$ cat src/rtl/uart_rx.sv
// rtl/uart_rx.sv - UART 8N1-style receiver with mid-bit sampling and framing-error detection
module uart_rx #(
    parameter int CLKS_PER_BIT = 16,
    parameter int DATA_BITS    = 8
) (
    input  logic                 clk,
    input  logic                 rst,
    input  logic                 rx,
    output logic [DATA_BITS-1:0] data,
    output logic                 valid,
    output logic                 frame_err,
    output logic                 busy
);
    localparam int CW = (CLKS_PER_BIT > 1) ? $clog2(CLKS_PER_BIT) : 1;
    localparam int BW = (DATA_BITS > 1) ? $clog2(DATA_BITS) : 1;
    localparam logic [CW-1:0] CNT_LAST = CW'(CLKS_PER_BIT - 1);
    localparam logic [CW-1:0] CNT_MID  = CW'(CLKS_PER_BIT / 2 - 1);
    localparam logic [BW-1:0] BIT_LAST = BW'(DATA_BITS - 1);

    typedef enum logic [2:0] {
        IDLE,
        START,
        DATA,
        STOP,
        BREAK
    } state_t;

    state_t                 state_q;
    logic                   rx_meta_q, rx_s_q, rx_prev_q;
    logic [CW-1:0]          cnt_q, cnt_d;
    logic [BW-1:0]          bit_q;
    logic [DATA_BITS-1:0]   shift_q, data_q;
    logic                   valid_q, frame_err_q;
    logic                   tick;

    // Synchroniser idles high so a reset release never looks like a start edge.
    always_ff @(posedge clk or negedge rst) begin
        if (!rst) begin
            rx_meta_q <= 1'b1;
            rx_s_q    <= 1'b1;
            rx_prev_q <= 1'b1;
        end else begin
            rx_meta_q <= rx;
            rx_s_q    <= rx_meta_q;
            rx_prev_q <= rx_s_q;
        end
    end

    assign tick  = (cnt_q == CNT_LAST);
    assign cnt_d = tick ? '0 : cnt_q + 1'b1;

    always_ff @(posedge clk or negedge rst) begin
        if (!rst) begin
            state_q     <= IDLE;
            cnt_q       <= '0;
            bit_q       <= '0;
            shift_q     <= '0;
            data_q      <= '0;
            valid_q     <= 1'b0;
            frame_err_q <= 1'b0;
        end else begin
            valid_q     <= 1'b0;
            frame_err_q <= 1'b0;
            cnt_q       <= cnt_d;
            case (state_q)
                IDLE: begin
                    cnt_q <= '0;
                    if (rx_prev_q && !rx_s_q) state_q <= START;
                end
                START: begin
                    if (cnt_q == CNT_MID) begin
                        cnt_q <= '0;
                        bit_q <= '0;
                        state_q <= rx_s_q ? IDLE : DATA;
                    end
                end
                DATA: begin
                    if (tick) begin
                        shift_q <= {rx_s_q, shift_q[DATA_BITS-1:1]};
                        bit_q   <= bit_q + 1'b1;
                        if (bit_q == BIT_LAST) state_q <= STOP;
                    end
                end
                STOP: begin
                    // Leaving at mid-stop leaves half a bit to catch the next start edge.
                    if (tick) begin
                        if (rx_s_q) begin
                            data_q  <= shift_q;
                            valid_q <= 1'b1;
                            state_q <= IDLE;
                        end else begin
                            frame_err_q <= 1'b1;
                            state_q     <= BREAK;
                        end
                    end
                end
                BREAK: begin
                    cnt_q <= '0;
                    if (rx_s_q) state_q <= IDLE;
                end
                default: state_q <= IDLE;
            endcase
        end
    end

    assign data      = data_q;
    assign valid     = valid_q;
    assign frame_err = frame_err_q;
    assign busy      = (state_q != IDLE);
endmodule

$ cat config.mk
export PLATFORM = sky130hd
export DESIGN_NAME = uart_rx
export DESIGN_NICKNAME = d
export VERILOG_FILES = /design/src/rtl/uart_rx.sv
export SDC_FILE = /design/constraint.sdc
export NUM_CORES = 1
export LEC_CHECK = 0
export CAP_MARGIN = 20
export CORE_MARGIN = 2
export CORE_UTILIZATION = 25
export CTS_BUF_LIST = sky130_fd_sc_hd__clkbuf_4 sky130_fd_sc_hd__clkbuf_8
export DETAILED_ROUTE_END_ITERATION = 6
export GPL_TIMING_DRIVEN = 0
export PLACE_DENSITY = 0.5
export SYNTH_ARGS = -nofsm -noshare
export SYNTH_HDL_FRONTEND = slang
export SYNTH_SLANG_ARGS = --single-unit
$ cat constraint.sdc
create_clock -name clk -period 3.4 [get_ports clk]
set_clock_uncertainty 0.2 [all_clocks]
set_input_delay 1.02 -clock clk [delete_from_list [all_inputs] [get_ports clk]]
set_output_delay 1.02 -clock clk [all_outputs]
set_load 0.02 [all_outputs]
# After elaboration in Yosys (flattened, before gate mapping)
# Index checks and enable logic that the tools add are counted.
[word_totals]
register_bits = 31
out_inout_bits = 11
word_cells = 56
[classes]
n_eq_ne = 13
addsub = 2
n_reduce_logical = 10
n_mux = 21
[op_table]
columns = ["operator", "count"]
rows = [
  ["2-to-1 mux 3 bit", 9],
  ["one-hot mux 3 bit (5 select lines)", 1],
  ["inequality test 2 bit (second input constant)", 6],
  ["2-to-1 mux 4 bit", 2],
  ["one-hot mux 4 bit (2 select lines)", 1],
  ["equality test 3 x 2 -> 1 bit (second input constant)", 2],
  ["equality test 3 bit (second input constant)", 2],
  ["2-to-1 mux 1 bit", 6],
  ["one-hot mux 3 bit (2 select lines)", 1],
  ["AND reduction 3 bit", 2],
  ["AND reduction 6 bit", 1],
  ["adder 4 x 1 -> 4 bit (second input constant)", 1],
  ["equality test 4 x 3 -> 1 bit (second input constant)", 1],
  ["equality test 4 bit (second input constant)", 1],
  ["adder 3 x 1 -> 3 bit (second input constant)", 1],
  ["equality test 3 x 1 -> 1 bit (second input constant)", 1],
  ["logical NOT 3 bit", 1],
  ["nonzero test 3 bit", 1],
  ["2-to-1 mux 2 bit", 1],
  ["AND reduction 2 bit", 1],
  ["nonzero test 2 bit", 1],
  ["OR reduction 2 bit", 1],
  ["logical AND 1 bit", 1],
  ["logical NOT 1 bit", 1],
]

# Logic depth before layout (Yosys ltp)
[depth]
word_depth = 4
ltp_mapped = 6
ltp_nobuf = 4

# Worst setup path before layout
# No wires, ideal clock.
[synth_timing]
kind = "register -> output"
startpoint = "register state_q[1]"
endpoint = "output port busy"
path_stages_with_launch = 3
path_buffers = 1
setup_slack_ns = 1.226
arrival_time_ns = 0.954
cell_sequence = "dfrtp_1 buf_2 or3_1"
[synth_via]
elab_chain_len = 1
[synth_lines]
columns = ["item", "line", "rtl"]
rows = [
  ["start: declaration", "28", "state_t state_q;"],
  ["start signal: assignment", "74", "state_q <= rx_s_q ? IDLE : DATA;"],
  ["nonzero test 3 bit", "109", "assign busy = (state_q != IDLE);"],
  ["end: declaration", "12", "output logic busy"],
]
# No other way between the ends.

# Worst setup path after layout
# Ends and elaborated chain as after synthesis.

==> results by group <==
Critical path
  • Worst r2r path cells: 6
  • Reg2Reg Setup Slack: between 1000 and 1500 ps
  • CP required: 2180 ps
  • R2r startpoint: cnt_q[0]
  • CP arrival: roughly 1700 ps
  • Type of origin of the critical path: register
  • CP max FO: 10
  • Crit Path Category: reg -> out
  • Setup crit end kind: output port
  • RR Endpoint: shift_q[7]

Drt
  • WL per Instance: 12.2 um
  • DRT antenna net count: 0
  • Drt via density: between 4 and 5
  • Initial DRC count: 40
  • Routed wire length: 2310 um
  • Post-route DRC: 0
  • Via count: 839
  • DRT Pass-1 Iters: 4

Clock network
  • Setup bufs post-CTS: 0
  • Clock H-tree levels: 2
  • CTS sink cnt: 31
  • CTS clock-pin slew for the worst setup and hold paths: 60 ps
  • Longest Clk Path Bufs: 2
  • Hold_buf cts: 0
  • Cts repair resizes: 0
  • CTS Buf Count: 5
  • CTS tree: built
  • Skew-Pair Late Insertion Delay: 270 ps
  • CTS root buf: clkbuf_8

Die
  • Site row count: 26
  • Die ar.: 5980 um^2
  • DIE WIDTH: 77.4 um
  • Die height: 77.4 um
  • Initial core utilization: 26.2%
  • Boundary pin count: 14
  • Core Region: between 5000 and 6000 um^2

Synthesis
  • Top cell type's share of synthesized area: 52.1%
  • Cell taking the most area after synthesis: dfrtp_1
  • Syn. warnings: 0
  • Syn Area/Cell: 13.9 um^2
  • Synth top area cells: dfrtp_1, mux2_2, mux2_4, dfstp_2, ha_1
  • Synthesized instance count: 97
  • FF+latch count, synth: 31
  • Asr flop ratio synth: 100%
  • EDFF count, synth: 0
  • Syn Nets: 103
  • Sequential element share of the synthesized area: 58.0%
  • Netlist cell types: 30
  • Main synth FF type: dfrtp_1
  • Mapped cell area: 1350 um^2

Pwr
  • Flop pwr share: between 40 and 50%
  • Psw: 238 uW
  • Combinational share of power: 19.4%
  • Sw frac: 27.1%
  • Lkg Pwr: 0.780 nW
  • Internal Pwr Total: around 640 uW
  • PD cells: approximately 520 nW/um^2
  • VDD IR max: 0.190 mV
  • Clock network power share: 33.2%

STA
  • Relative slew margins: 51.3%
  • Worst slew pin tran: roughly 730 ps
  • Final setup violating endpoints: 0
  • Setup tns final: 0 ps
  • Fmax: 339 MHz
  • Final Hold Viols: 0
  • Setup WS post-layout: 447 ps
  • RSZ-0062 raised after global routing: no
  • Final min period: 2950 ps
  • Tcrit/Tclk final: 86.8%
  • Pins over their slew limit: 0

Status
  • Status: finished clean

Place
  • Pre-CTS setup slack: 727 ps
  • Port bufs: 13
  • Hpwl dp: 1570 um
  • GP Congestion: 0.700
  • Placed insts: around 180

Finish
  • Final core occ: about a third
  • Layout Nets: 124
  • Most common cell after layout, fill and taps aside: dfrtp_1
  • Fillers: 546
  • Area delta synth->final: 25.0%
  • Post-route insts no fill: 189
  • Commonest cells after routing, fill and taps aside: dfrtp_1, clkdlybuf4s50_1, mux2_2
  • Layout cell share with drive strength beyond 1: 32.8%
  • Ant diodes: 0

Hold path
  • Hold Crit Start: rx_meta_q
  • Tightest Hold Check Type: reg -> reg
  • Worst Hold Depth: 0
  • Hold Path Sink: rx_s_q

Global route
  • Largest net degree at the start of global routing: 19
  • Total track usage: 8.87%
  • Vias in the first global route: 875
  • Antenna violations before repair: 0
  • First-pass GRT wire length: around 4000 um
  • Gr ovfl total: 0

Job
  • Maxcap violations: 0
==> flip-flops by register name, indices dropped and copies added, names as in the netlist <==
name       count
rx_s_q         1
shift_q        8
bit_q          3
state_q        3
valid          1
frame_err      1
cnt_q          4
rx_prev_q      1
rx_meta_q      1
data           8
==> routing by layer <==
| layer | GRT usage, % | share of wire [%] |
|---|---|---|
| met5 | 0 | 0 |
| met4 | 5.89 | 2.9 |
| met3 | 2.67 | 4.3 |
| met2 | 13.5 | 46 |
| met1 | 10.8 | 47 |
==> kinds of logic (layout without fill, tap and decap cells) <==
group                      after synthesis  in the layout  synth area share (%)
AOI/OAI and AO/OA                       12             12                  5.30
adders and majority gates                3              3                  2.79
buffers and inverters                    8             30                  3.16
xor gates and xnor gates                 1              1                 0.651
and+or+nand+nor                         23             23                  12.0
muxes                                   19             19                  18.1
DFF                                     31             31                  58.0
==> worst max-delay path by stage <==
| stage | cells past startpoint | slack, ps | from | to |
|---|---|---|---|---|
| 6_report | 3 | 450 | state_q[1] | busy |
| 2_1_floorplan | 2 | 1230 | state_q[1] | busy |
| 4_1_cts | 3 | 420 | state_q[1] | busy |
| 3_5_place_dp | 3 | 730 | state_q[1] | busy |
| 5_1_grt | 3 | 390 | state_q[1] | busy |
| 3_3_place_gp | 1 | 530 | rst | shift_q[2] |
==> stage by stage <==
step                      power [mW]  hold slack (ps)  cell area, um^2
after floorplan                0.537              145             1350
after global placement         0.582              147             1560
after detailed placement       0.594              149             1590
after CTS                      0.892              158             1680
after global routing           0.934              165             1680
final                          0.878              156             1680
==> power groups by stage <==
stage	combinational, mW	clock (mW)	sequential [mW]
after floorplan	0.120	0	0.416
after detailed placement	0.172	0	0.422
after CTS	0.172	0.304	0.416
after global routing	0.192	0.323	0.418
after global placement	0.163	0	0.419
final	0.170	0.291	0.416
==> final cells by class <==
type                    count  area, um^2  area share (%)
repair buffers             14         158            9.38
flip-flops and latches     31         779            46.4
clock buffers               8        91.3            5.43
well taps                  70        87.6            5.21
plain buffers               5        31.3            1.86
inverters                   3        11.3           0.670
multi-input cells          58         523            31.1
==> cells in the mapped netlist (all sizes together), types with 2 or more instances <==
| cell type | number |
|---|---|
| nand4b | 2 |
| o21ai | 3 |
| a21oi | 6 |
| nor3b | 3 |
| mux2 | 19 |
| ha | 3 |
| dfrtp | 28 |
| nor2 | 4 |
| nand2 | 2 |
| buf | 5 |
| dfstp | 3 |
| inv | 3 |
| and3b | 2 |
==> critical path: stages, from the launching register on <==
cell	delay (ps)
dfrtp_1	380
buf_2	180
or3_1	350
clkdlybuf4s50_1	550
Note: power is estimated with default switching activity, not from simulation.
